--- src/rtl/cpu_pkg.sv ---
// Shared widths, ALU opcodes and the issue-stage entry layout.
// ALU_ISSUE_FWD_EN adds the register addresses and A-source flag needed by forwarding.
package cpu_pkg;
    localparam int DATA_W = 32;
    localparam int REG_AW = 5;

    localparam logic [2:0] ALU_ADD  = 3'b000;
    localparam logic [2:0] ALU_SUB  = 3'b001;
    localparam logic [2:0] ALU_SLL  = 3'b010;
    localparam logic [2:0] ALU_OR   = 3'b011;
    localparam logic [2:0] ALU_AND  = 3'b100;
    localparam logic [2:0] ALU_ANDN = 3'b101;
    localparam logic [2:0] ALU_XOR  = 3'b110;
    localparam logic [2:0] ALU_XNOR = 3'b111;

    typedef struct packed {
        logic [DATA_W-1:0] a;
        logic [DATA_W-1:0] rt;
        logic [DATA_W-1:0] ext;
        logic              src_b;
        logic [2:0]        op;
`ifdef ALU_ISSUE_FWD_EN
        logic [REG_AW-1:0] rs_addr;
        logic [REG_AW-1:0] rt_addr;
        logic              src_a;
`endif
    } entry_t;
endpackage

--- src/rtl/alu_operand_ext.sv ---
// Push-path operand former: immediate sign/zero extension and the A-operand select.
module alu_operand_ext
    import cpu_pkg::*;
(
    input  logic [DATA_W-1:0] i_rs_data,
    input  logic [4:0]        i_sa,
    input  logic [15:0]       i_imm,
    input  logic              i_ext_sel,
    input  logic              i_src_a,
    output logic [DATA_W-1:0] o_a,
    output logic [DATA_W-1:0] o_ext
);
    assign o_ext = i_ext_sel ? {{(DATA_W-16){i_imm[15]}}, i_imm}
                             : {{(DATA_W-16){1'b0}}, i_imm};
    assign o_a   = i_src_a ? {{(DATA_W-5){1'b0}}, i_sa} : i_rs_data;
endmodule

--- src/rtl/alu_issue_stage.sv ---
// ALU operand-issue stage: 2-entry skid FIFO between register read and the ALU.
// Define ALU_ISSUE_FWD_EN to enable write-back forwarding into incoming and buffered entries.
module alu_issue_stage
    import cpu_pkg::*;
(
    input  logic              CLK,
    input  logic              Reset,
    input  logic              InValid,
    output logic              InReady,
    input  logic [DATA_W-1:0] ReadData1,
    input  logic [DATA_W-1:0] ReadData2In,
    input  logic [REG_AW-1:0] RsAddr,
    input  logic [REG_AW-1:0] RtAddr,
    input  logic [4:0]        Sa,
    input  logic [15:0]       Immediate,
    input  logic              ExtSel,
    input  logic              ALUSrcA,
    input  logic              ALUSrcBIn,
    input  logic [2:0]        ALUOpIn,
    input  logic              FwdValid,
    input  logic [REG_AW-1:0] FwdAddr,
    input  logic [DATA_W-1:0] FwdData,
    input  logic              Flush,
    output logic              OutValid,
    input  logic              OutReady,
    output logic [DATA_W-1:0] ALUInputA,
    output logic [DATA_W-1:0] ReadData2,
    output logic [DATA_W-1:0] ExtendOut,
    output logic              ALUSrcB,
    output logic [2:0]        ALUOp
);
    entry_t      r_mem [2];
    logic        r_head, r_tail;
    logic [1:0]  r_count;

    logic              w_push, w_pop;
    logic [DATA_W-1:0] w_rs, w_rt, w_a, w_ext;
    entry_t            w_new, w_head;

`ifdef ALU_ISSUE_FWD_EN
    logic       w_fwd;
    logic [1:0] w_slot_vld;
    assign w_fwd = FwdValid && (FwdAddr != '0);
    assign w_rs  = (w_fwd && RsAddr == FwdAddr) ? FwdData : ReadData1;
    assign w_rt  = (w_fwd && RtAddr == FwdAddr) ? FwdData : ReadData2In;
    assign w_slot_vld[0] = (r_count == 2'd2) || (r_count == 2'd1 && !r_head);
    assign w_slot_vld[1] = (r_count == 2'd2) || (r_count == 2'd1 &&  r_head);
`else
    logic w_unused;
    assign w_rs     = ReadData1;
    assign w_rt     = ReadData2In;
    assign w_unused = ^{FwdValid, FwdAddr, FwdData, RsAddr, RtAddr};
`endif

    alu_operand_ext u_ext (
        .i_rs_data (w_rs),
        .i_sa      (Sa),
        .i_imm     (Immediate),
        .i_ext_sel (ExtSel),
        .i_src_a   (ALUSrcA),
        .o_a       (w_a),
        .o_ext     (w_ext)
    );

    always_comb begin
        w_new       = '0;
        w_new.a     = w_a;
        w_new.rt    = w_rt;
        w_new.ext   = w_ext;
        w_new.src_b = ALUSrcBIn;
        w_new.op    = ALUOpIn;
`ifdef ALU_ISSUE_FWD_EN
        w_new.rs_addr = RsAddr;
        w_new.rt_addr = RtAddr;
        w_new.src_a   = ALUSrcA;
`endif
    end

    // Ready is a pure function of occupancy so there is no OutReady->InReady path.
    assign InReady  = (r_count != 2'd2);
    assign OutValid = (r_count != 2'd0);
    assign w_push   = InValid && InReady;
    assign w_pop    = OutValid && OutReady;
    assign w_head   = r_mem[r_head];

    assign ALUInputA = OutValid ? w_head.a     : '0;
    assign ReadData2 = OutValid ? w_head.rt    : '0;
    assign ExtendOut = OutValid ? w_head.ext   : '0;
    assign ALUSrcB   = OutValid ? w_head.src_b : 1'b0;
    assign ALUOp     = OutValid ? w_head.op    : 3'b000;

    always_ff @(posedge CLK or negedge Reset) begin
        if (!Reset) begin
            r_count <= 2'd0;
            r_head  <= 1'b0;
            r_tail  <= 1'b0;
            for (int i = 0; i < 2; i++) r_mem[i] <= '0;
        end else if (Flush) begin
            r_count <= 2'd0;
            r_head  <= 1'b0;
            r_tail  <= 1'b0;
        end else begin
`ifdef ALU_ISSUE_FWD_EN
            // A write-back landing this cycle refreshes stale operands already buffered.
            for (int i = 0; i < 2; i++) begin
                if (w_fwd && w_slot_vld[i]) begin
                    if (!r_mem[i].src_a && r_mem[i].rs_addr == FwdAddr) r_mem[i].a  <= FwdData;
                    if (r_mem[i].rt_addr == FwdAddr)                    r_mem[i].rt <= FwdData;
                end
            end
`endif
            if (w_push) begin
                r_mem[r_tail] <= w_new;
                r_tail        <= r_tail + 1'b1;
            end
            if (w_pop) r_head <= r_head + 1'b1;
            case ({w_push, w_pop})
                2'b10:   r_count <= r_count + 2'd1;
                2'b01:   r_count <= r_count - 2'd1;
                default: r_count <= r_count;
            endcase
        end
    end
endmodule

--- config.mk ---
export PLATFORM = sky130hd
export DESIGN_NAME = alu_issue_stage
export DESIGN_NICKNAME = d
export VERILOG_FILES = /design/src/rtl/cpu_pkg.sv /design/src/rtl/alu_operand_ext.sv /design/src/rtl/alu_issue_stage.sv
export SDC_FILE = /design/constraint.sdc
export NUM_CORES = 1
export LEC_CHECK = 0
export CAP_MARGIN = 20
export CORE_ASPECT_RATIO = 1.5
export CORE_MARGIN = 2
export CORE_UTILIZATION = 40
export CTS_BUF_LIST = sky130_fd_sc_hd__clkbuf_8
export DETAILED_ROUTE_END_ITERATION = 8
export PLACE_DENSITY = 0.66
export SLEW_MARGIN = 5
export SYNTH_ARGS = -nofsm -noshare
export SYNTH_HDL_FRONTEND = slang
export SYNTH_SLANG_ARGS = --single-unit
export TNS_END_PERCENT = 50
--- constraint.sdc ---
create_clock -name CLK -period 2.7 [get_ports CLK]
set_clock_uncertainty 0.15 [all_clocks]
set_input_delay 0.54 -clock CLK [delete_from_list [all_inputs] [get_ports CLK]]
set_output_delay 0.54 -clock CLK [all_outputs]
set_load 0.02 [all_outputs]
Word-level counts from Yosys, hierarchy flattened. Index checks and enable logic that the tools add are counted.

Register bits: 204. Latch bits: 0. Bits in writable memories: 0. ROM bits: 0. Input bits: 144. Output and inout port bits: 102. Word-level logic and storage cells: 53. Memories: 0.

Add/subtract/negate cells: 4. Multipliers: 0. Div/mod/pow operators: 0. Order comparisons: 3. Eq/ne operators: 3. Shift-type cells: 0. Muxes and demuxes: 19. Bitwise gates (word level): 3. Reduce and logical (&&, ||, !) cells: 8.

Operators with widths (count): $mux W100 (4); $bwmux W200 (1); $mux W32 (5); $demux W100 S1 (1); $reduce_bool A2 Y1 (3); $mux W1 (5); $ge A2 B2 Y1 const B (2); $not A1 Y2 (2); $pmux W2 S2 (1); $logic_and A1 B1 Y1 (3); $mux W3 (1); $reduce_bool A3 Y1 (1); $add A1 B1 Y1 const B (2); $add A2 B1 Y2 const B (1); $eq A2 B1 Y1 const B (1); $eq A2 B2 Y1 const B (1); $lt A2 B1 Y1 const B (1); $mux W2 (1); $ne A2 B2 Y1 const B (1); $reduce_and A2 Y1 (1); $sub A2 B1 Y2 const B (1); $not A1 Y1 (1).

Longest topological paths before layout. Gate-level depths: netlist (run 1).

Depth in word-level cells: 6. Mapped depth: 6. Mapped depth without buffers: 4.

Hierarchy. From an unflattened synthesis (run 1), not the netlist that was laid out.

Cells, all modules: 737. Area total of the unflattened synthesis: 10179.8 um^2.

Modules (own cells, without submodules): alu_issue_stage (times used 1, cells each 670, area an instance 9680.5 um^2, seq. area each 5104.9 um^2); alu_operand_ext (times used 1, cells each 67, area an instance 499.2 um^2, seq. area each 0.0 um^2).

Worst setup path after synthesis (run 1). No wires, ideal clock.

Path kind: register to output. From: reg r_head. To: out ExtendOut[17]. Data arrival time: 1.844 ns. Data required time: 2.010 ns. Slack: 0.166 ns. Cell stages (with the launch flop): 6. Buffers on the path: 3. Path through: dfrtp_1 clkbuf_1 buf_2 mux2i_1 nor2_1 buf_4.

Longest elaborated chain between the ends: 5.

RTL lines: from (decl) (line alu_issue_stage.sv:33) `logic r_head, r_tail;`; from (signal assigned) (line alu_issue_stage.sv:116) `if (w_pop) r_head <= r_head + 1'b1;`; $not A1 Y2 (not written as such) (line alu_issue_stage.sv:84) `assign w_head = r_mem[r_head];`; $mux W100 (not written as such) (3 in a row) (line alu_issue_stage.sv:84); $mux W32 (line alu_issue_stage.sv:88) `assign ExtendOut = OutValid ? w_head.ext : '0;`; to (decl) (line alu_issue_stage.sv:28) `output logic [DATA_W-1:0] ExtendOut,`.

No other way between the ends. The select of a mux whose other input is x is not followed.

Final worst setup path (run 1).
From: reg r_head. To: out ExtendOut[11].

The elaborated chain is that of the path after synthesis.

==> flow_summary.json, run 1 <==
{
  "gp_congestion": 0.739,
  "worst_pin_slew_ns": 0.489,
  "first_pass_iters": 5,
  "top_layer_used": "met4",
  "start_util_pct": 40.9,
  "hold_violations": 0,
  "htreeDepth": 4,
  "grt_max_degree": 61,
  "setup_violations": 0,
  "wl_met3_um": 707,
  "cts_tree": "done",
  "synth_ff_type": "dfrtp_1",
  "clk_latency_ns": 0.46,
  "die_w_um": 120,
  "num_rows": 63,
  "fin_nets": 955,
  "numCtsBuffers": 17,
  "drt_iter0_markers": 225,
  "ant_nets": 0,
  "period_share_pct": 96.9,
  "drc": 0,
  "postSynthAreaPerCell_um2": 13.0,
  "crit_fanout": 32,
  "hpwl_um": 13100,
  "synth_cell_types": 25,
  "finalWirelength_um": 19000,
  "cts_root_buf": "clkbuf_8",
  "cp-end-kind": "output pin",
  "leakagePower_nw": 4.75,
  "synth.area.top_cells": "dfrtp_1 54%, mux2_2 17%, mux2i_1 11%",
  "worstHoldPathType": "register to register",
  "worstSetupStartpointType": "register",
  "crit_required_ns": 2.01,
  "synth.top_cell.area_share_pct": 53.5,
  "synth_cells": 624,
  "die-area_um2": 21500,
  "seq_area_frac_synth_pct": 53.5,
  "drive_gt1_share_pct": 24.9,
  "async_flop_share_pct": 100,
  "synth_edf_count": 0,
  "synthesis.area_um2": 8130,
  "holdWs_ns": 0.340,
  "grt_overflow_total": 0,
  "cts_sinks": 174,
  "min_period_ns": 2.62,
  "path_class": "register to output pin",
  "worst_ep_arrival_time_ns": 1.93,
  "cts_buffer_depth": 2,
  "drv_cap": 0,
  "track_usage_pct": 18.4,
  "ys_warn_count": 0,
  "synth-seq-cells": 174,
  "synth_top_area_cell": "dfrtp_1",
  "ios": 246,
  "max_freq_mhz": 382,
  "io_buffer_count": 197,
  "grt_setup_unrepaired": "yes",
  "status": "finished, final reports clean",
  "ir_worst_vdd_mv": 0.352,
  "dp_slack_ns": 0.0998,
  "clkTransAtPathRegs_ns": 0.09,
  "wl_per_cell_um": 17.6,
  "vias_per_cell": 4.98,
  "met1_length_um": 7630,
  "synth_nets": 768,
  "setup_ws_ns": 0.0847,
  "vias": 5394,
  "slew_violations": 0,
  "grt_pass1_wl_um": 30300,
  "slew_headroom_pct": 67.3,
  "antenna_found_initial": 0,
  "routed-wl-met2_um": 10400,
  "grt_pass1_vias": 5993,
  "design.core.area_um2": 19900,
  "p_per_area_nw_per_um2": 647,
  "area_growth_pct": 31.3,
  "die_y_um": 179
}
-- state kept, by name, summed over array words and instances (netlist names) --
signal / cells
r_count: 2
r_head: 1
r_mem: 170
r_tail: 1
-- report_power, final --
group | switching, W | leakage (nW) | internal, W
logic | 0.000845 | 2.47 | 0.000982
clock network | 0.000944 | 0.151 | 0.000625
registers | 0.000310 | 2.13 | 0.00320
-- worst paths after layout --
check | from | endpoint | slack, ns | cells past startpoint
worst max-delay path | r_head$_DFFE_PN0P_ | ExtendOut[11] | 0.08 | 4
min in group asynchronous | Reset | r_mem[106]$_DFFE_PN0P_ | 0.40 | 2
worst min-delay path | r_mem[165]$_DFFE_PN0P_ | r_mem[165]$_DFFE_PN0P_ | 0.34 | 1
max in group asynchronous | Reset | r_mem[115]$_DFFE_PN0P_ | 1.29 | 3
worst max register to register | r_count[1]$_DFFE_PN0P_ | r_mem[91]$_DFFE_PN0P_ | 0.61 | 5
worst min register to register | r_mem[165]$_DFFE_PN0P_ | r_mem[165]$_DFFE_PN0P_ | 0.34 | 1
-- final cells by class --
class                           count  area [um2]
Tap cell                          260         325
Clock buffer                       17         234
Sequential cell                   174        4360
Timing Repair Buffer              223        2180
Clock inverter                     14         103
Multi-Input combinational cell    392        3460
Antenna cell                        1        2.50
Inverter                            3        11.3
Fill cell                        1803        9180
-- critical path, stage by stage (launching register included) --
cell,delay (ns)
dfrtp_4,0.58
buf_16,0.29
mux2i_1,0.21
nor2_1,0.05
dlygate4sd2_1,0.33
-- cells in the final DEF, fill, tap and decap left out, drive strengths merged, types with 2 or more instances in the layout --
cell type and instances:
a21oi 4, buf 25, clkbuf 33, clkdlybuf4s15 28, clkdlybuf4s50 95, clkinv 4, clkinvlp 8, dfrtp 174
dlygate4sd2 56, inv 5, mux2 175, mux2i 86, nor2 87, nor2b 28, o21ai 2
-- synth_stat cells, types with 2 or more instances --
master    count
mux2i_1      86
mux2_2      125
nor2b_1      27
clkbuf_1     11
buf_4        26
buf_1         4
o21ai_0       2
buf_2        14
a21oi_1       4
dfrtp_1     174
nor2_1       87
inv_1         2
mux2_1       50
-- per-layer routing --
layer  up-vias  global-route usage [%]
li1       2501                       -
met1      2745                    21.0
met2       126                    33.5
met3        22                    3.68
met4         0                    7.03
met5         -                       0
-- metrics by stage --
step | util (%) | area, um2 | setup TNS [ns] | instances | total power, W
floorplan | - | 8130 | 0 | 624 | 0.00467
global placement | 52.4 | 10400 | 0 | 1048 | 0.00539
detailed placement | 52.4 | 10400 | 0 | 1048 | 0.00551
CTS | 53.9 | 10700 | -0.178 | 1083 | 0.00701
global route | 53.8 | 10700 | -0.233 | 1083 | 0.00734
finish | 53.8 | 10700 | 0 | 1084 | 0.00691
-- what timing repair did --
action / in CTS / in global routing
hold endpoints to repair: 39 / 0
gates cloned: 1 / 0
setup endpoints to repair: 101 / 51
pin swaps: 1 / 1
resized for setup: 113 / 54
hold buffers: 1 / 0
buffers inserted: 2 / 0
-- kinds of logic after synthesis --
logic type / count (synthesis) / share of synthesized area, %
buffers and inverters: 58 / 4.09
DFF: 174 / 53.5
xor gates and xnor gates: 1 / 0.108
and+or+nand+nor: 122 / 6.88
muxes: 261 / 34.8
AOI/OAI and AO/OA: 8 / 0.554
Note: power is estimated with default switching activity, not from simulation.
==> inputs of run 2 (changes only) <==
--- a/config.mk
+++ b/config.mk
@@ -6,11 +6,12 @@
 export NUM_CORES = 1
 export LEC_CHECK = 0
 export CAP_MARGIN = 20
-export CORE_ASPECT_RATIO = 1.5
+export CORE_ASPECT_RATIO = 1.2
 export CORE_MARGIN = 2
 export CORE_UTILIZATION = 40
 export CTS_BUF_LIST = sky130_fd_sc_hd__clkbuf_8
 export DETAILED_ROUTE_END_ITERATION = 8
+export HOLD_SLACK_MARGIN = 0.08
 export PLACE_DENSITY = 0.66
 export SLEW_MARGIN = 5
 export SYNTH_ARGS = -nofsm -noshare
==> run 2 against run 1 <==
Power rose by 3.4%. Non-clock buffer count fell by 8. Combinational power barely moved. Sequential power barely moved. Utilization fell by 0.11 points. Clock-buffer cell count rose by 2. Critical endpoint is now OutValid. Largest cell class unchanged. Largest power group unchanged.
==> flow_summary.json, run 2 (synthesis results as in run 1) <==
{
  "drt_iter0_markers": 123,
  "antenna_found_initial": 0,
  "cp-end-kind": "output pin",
  "hold_violations": 0,
  "p_comb_share_pct": 25.5,
  "ant_nets": 0,
  "start_util_pct": 40.4,
  "largest_reg_flops": 170,
  "design.core.area_um2": 20100,
  "min_period_ns": 2.66,
  "fin_nets": 947,
  "path_class": "register to output pin",
  "first_pass_iters": 4,
  "area_growth_pct": 32.7,
  "crit_required_ns": 2.01,
  "fill_cells": 1778,
  "vias": 5356,
  "top_register": "r_mem",
  "drive_gt1_share_pct": 22.3,
  "max_freq_mhz": 375,
  "worst_ep_arrival_time_ns": 1.97,
  "holdWs_ns": 0.339,
  "die_w_um": 134,
  "clkTransAtPathRegs_ns": 0.09,
  "slew_headroom_pct": 60.1,
  "ir_worst_vdd_mv": 0.281,
  "track_usage_pct": 17.4,
  "grt_pass1_vias": 5754,
  "num_rows": 57,
  "die_y_um": 160,
  "slew_violations": 0,
  "stdcell_count": 1081,
  "worst_pin_slew_ns": 0.598,
  "period_share_pct": 98.7,
  "finalWirelength_um": 18200,
  "layout_common_cells": "171 x dfrtp_1, 125 x mux2_2, 96 x clkdlybuf4s50_1",
  "fin_setup_tns_ns": 0,
  "clkPwrFrac_pct": 25.5,
  "regToRegSetupSlack_ns": 0.68,
  "cts_sinks": 174,
  "leakagePower_nw": 5.09,
  "cts_root_buf": "clkbuf_8",
  "drv_cap": 0,
  "setup_violations": 0,
  "p_seq_share_pct": 48.9,
  "p_int_w": 0.00506,
  "hpwl_um": 11600,
  "layout_commonest_cell": "dfrtp_1",
  "crit_fanout": 32,
  "p_per_area_nw_per_um2": 662,
  "worstSetupStartpointType": "register",
  "n_antenna_cell": 0,
  "grt_setup_unrepaired": "yes",
  "die-area_um2": 21500,
  "cts_buffer_depth": 2,
  "wl_per_cell_um": 16.8,
  "swShare_pct": 29.1,
  "io_buffer_count": 197,
  "grt_pass1_wl_um": 29500,
  "numCtsBuffers": 17,
  "grt_overflow_total": 0,
  "grt_max_degree": 64,
  "vias_per_cell": 4.95,
  "ios": 246,
  "p_sw_w": 0.00208,
  "placed_cells": 1044,
  "clk_latency_ns": 0.44,
  "reg_top3": "r_mem (170), r_count (2)",
  "status": "finished, final reports clean",
  "gp_congestion": 0.712,
  "drc": 0,
  "htreeDepth": 4,
  "final_util_pct": 53.7,
  "cts_tree": "done",
  "worstHoldPathType": "register to register"
}
run 2: cell types whose count changed in the layout (fill, tap and decap cells not counted), moves of 2 or more:
| cell | delta |
|---|---|
| clkbuf_2 | -16 |
| clkdlybuf4s15_1 | -28 |
| dlymetal6s2s_1 | +17 |
| bufinv_16 | +2 |
| dlygate4sd2_1 | +26 |
| clkbuf_8 | +2 |
| buf_6 | -3 |
| buf_4 | -6 |
| clkinv_4 | -2 |
| clkinvlp_4 | -5 |
| inv_6 | +3 |
| buf_16 | +2 |
run 2: per-stage QoR:
step,power (W),setup WS (ns),instance area (um2)
2_1_floorplan,0.00467,0.166,8130
3_3_place_gp,0.00536,-0.0178,10300
3_5_place_dp,0.00546,-0.0906,10300
4_1_cts,0.00725,-0.151,10700
5_1_grt,0.00758,-0.0905,10800
6_report,0.00714,0.0355,10800
run 2: area by class of cell:
class / count / area (um2) / share of cell area (%)
timing repair buffer: 215 / 2220 / 20.6
multi-input combinational: 392 / 3470 / 32.1
clock inverter: 13 / 139 / 1.29
tap: 265 / 332 / 3.07
clock buffer: 19 / 262 / 2.42
sequential: 174 / 4360 / 40.4
inverter: 3 / 11.3 / 0.104
run 2: per-layer routing:
metal	share of wire (%)	global-route usage, %	vias up
met5	0	0	-
met4	0.82	4.74	0
met3	5.2	4.13	9
met2	51	29.7	142
met1	43	22.1	2706
li1	-	-	2499
run 2: path summary, 6_finish.rpt:
path,start,end,cells after the start
worst max-delay path,r_count[1]$_DFFE_PN0P_,OutValid,4
worst min-delay path,r_mem[155]$_DFFE_PN0P_,r_mem[155]$_DFFE_PN0P_,1
worst max register to register,r_count[1]$_DFFE_PN0P_,r_mem[83]$_DFFE_PN0P_,5
worst min register to register,r_mem[155]$_DFFE_PN0P_,r_mem[155]$_DFFE_PN0P_,1
max in group asynchronous,Reset,r_mem[143]$_DFFE_PN0P_,3
min in group asynchronous,Reset,r_mem[110]$_DFFE_PN0P_,2
run 2: critical path, stage by stage (launching register included):
cell and delay, ns:
dfrtp_2 0.46, nor2_4 0.25, buf_16 0.23, inv_1 0.05, clkdlybuf4s50_1 0.53
run 2: timing repair:
action / in CTS / in global routing
pin swaps: 0 / 0
endpoints found under the setup margin: 101 / 25
cloned: 1 / 1
hold endpoints to repair: 60 / 0
hold buffers: 1 / 0
setup buffers: 2 / 0
resized for setup: 88 / 19
run 2: power groups by stage:
stage	clock network [W]	registers, W	logic [W]
detailed placement	0	0.00355	0.00192
CTS	0.00190	0.00349	0.00186
global placement	0	0.00349	0.00187
finish	0.00182	0.00349	0.00182
floorplan	0	0.00345	0.00123
global route	0.00201	0.00357	0.00200
==> inputs of run 3 (changes only) <==
--- a/config.mk
+++ b/config.mk
@@ -13,6 +13,7 @@
 export DETAILED_ROUTE_END_ITERATION = 8
 export HOLD_SLACK_MARGIN = 0.08
 export PLACE_DENSITY = 0.66
+export RECOVER_POWER = 100
 export SLEW_MARGIN = 5
 export SYNTH_ARGS = -nofsm -noshare
 export SYNTH_HDL_FRONTEND = slang
==> run 3 against run 2 <==
The flow now finishes with violations (capacitance limit, slew limit). Clock-buffer cell count unchanged. Die area did not move. Setup slack worse by 0.0023 ns. First-iteration DRC count grew 7.3%. Sequential cell count did not move. Largest cell class unchanged. Highest routed layer unchanged.
==> flow_summary.json, run 3 (synthesis results as in run 1) <==
{
  "start_util_pct": 40.4,
  "hpwl_um": 11600,
  "layout_commonest_cell": "dfrtp_1",
  "clkTransAtPathRegs_ns": 0.09,
  "grt_pass1_vias": 5754,
  "grt_pass1_wl_um": 29500,
  "slew_violations": 64,
  "drive_gt1_share_pct": 22.1,
  "worstHoldPathType": "register to register",
  "final_area_um2": 10500,
  "multiInputGateArea_um2": 3460,
  "worstSetupStartpointType": "register",
  "design.core.area_um2": 20100,
  "crit_required_ns": 2.01,
  "htreeDepth": 4,
  "antenna_found_initial": 1,
  "ir_worst_vdd_mv": 0.280,
  "dpl_cell_area_um2": 10300,
  "fill_cells": 1816,
  "ios": 246,
  "met1_length_um": 8060,
  "grt_max_degree": 64,
  "vias": 5376,
  "failed_checks": "capacitance limit, slew limit",
  "track_usage_pct": 17.4,
  "area_growth_pct": 29.7,
  "stdcell_count": 1082,
  "leakagePower_nw": 4.79,
  "numCtsBuffers": 17,
  "fin_nets": 947,
  "largest_reg_flops": 170,
  "top_register": "r_mem",
  "p_per_area_nw_per_um2": 672,
  "hold_violations": 0,
  "worst_ep_arrival_time_ns": 1.98,
  "setup_violations": 0,
  "grt_overflow_total": 0,
  "min_period_ns": 2.67,
  "crit_fanout": 32,
  "num_rows": 57,
  "die_w_um": 134,
  "cp-end-kind": "output pin",
  "crit_slowest_cell": "clkdlybuf4s50_1",
  "routed-wl-met2_um": 9200,
  "regToRegSetupSlack_ns": 0.18,
  "clk_latency_ns": 0.44,
  "io_buffer_count": 197,
  "slew_headroom_pct": -3.94,
  "regArea_um2": 4360,
  "cts_buffer_depth": 2,
  "critPathBufInv": 3,
  "drt_iter0_markers": 132,
  "cts_root_buf": "clkbuf_8",
  "top_layer_used": "met4",
  "cpLargestDelayFamily": "buffers and inverters",
  "finalWirelength_um": 18300,
  "vias_per_cell": 4.97,
  "drv_cap": 1,
  "wl_met3_um": 891,
  "gp_congestion": 0.712,
  "status": "finished, violations left",
  "first_pass_iters": 4,
  "path_class": "register to output pin",
  "ant_nets": 0,
  "cts_sinks": 174,
  "worst_pin_slew_ns": 1.56,
  "period_share_pct": 98.8,
  "layout_common_cells": "171 x dfrtp_1, 125 x mux2_2, 95 x clkdlybuf4s50_1",
  "die_y_um": 160,
  "wl_per_cell_um": 16.9,
  "cp_cell_sequence": "nor2_4 -> buf_16 -> inv_1 -> clkdlybuf4s50_1",
  "drc": 0,
  "max_freq_mhz": 375,
  "placed_cells": 1044,
  "reg_top3": "r_mem (170), r_count (2)",
  "grt_setup_unrepaired": "yes",
  "die-area_um2": 21500,
  "slowest_delay_ns": 0.53,
  "cts_tree": "done"
}
==> run 3: metrics by stage <==
stage	utilization (%)	hold WS, ns	total power, W	setup TNS (ns)	setup WS [ns]
2_1_floorplan	-	0.0944	0.00467	0	0.166
3_3_place_gp	51.4	0.316	0.00536	-0.262	-0.0178
3_5_place_dp	51.4	0.324	0.00546	-1.36	-0.0906
4_1_cts	53.3	0.344	0.00725	-2.59	-0.151
5_1_grt	52.4	0.352	0.00753	-0.427	-0.0905
6_report	52.4	0.339	0.00709	0	0.0332
==> run 3: path summary, 6_finish.rpt <==
kind,cells after the start,from,endpoint
setup / recovery,4,r_count[1]$_DFFE_PN0P_,OutValid
hold / removal,1,r_mem[155]$_DFFE_PN0P_,r_mem[155]$_DFFE_PN0P_
setup reg to reg,5,r_count[1]$_DFFE_PN0P_,r_mem[12]$_DFFE_PN0P_
hold reg to reg,1,r_mem[155]$_DFFE_PN0P_,r_mem[155]$_DFFE_PN0P_
max in group asynchronous,3,Reset,r_mem[15]$_DFFE_PN0P_
min in group asynchronous,2,Reset,r_mem[110]$_DFFE_PN0P_
==> run 3: area by class of cell <==
type	instances	share of cell area, %
Sequential cell	174	41.3
Clock buffer	19	2.48
Antenna cell	1	0.0237
Clock inverter	13	1.32
Multi-Input combinational cell	392	32.8
Timing Repair Buffer	215	18.8
Inverter	3	0.107
Tap cell	265	3.14
==> run 3: routing by layer <==
metal,track usage [%],up-vias
li1,-,2494
met4,4.74,0
met2,29.7,137
met3,4.13,12
met1,22.1,2733
met5,0,-
==> run 3: timing repair <==
| item | CTS | global route |
|---|---|---|
| hold buffers | 1 | 0 |
| endpoints found under the hold margin | 60 | 0 |
| setup endpoints to repair | 101 | 25 |
| cloned | 1 | 1 |
| resized for setup | 88 | 19 |
| buffers inserted | 2 | 0 |
==> run 3: where the power goes <==
group	internal, W	switching (W)	total, W
sequential	0.00320	0.000292	0.00349
combinational	0.000938	0.000837	0.00178
clock	0.000875	0.000947	0.00182
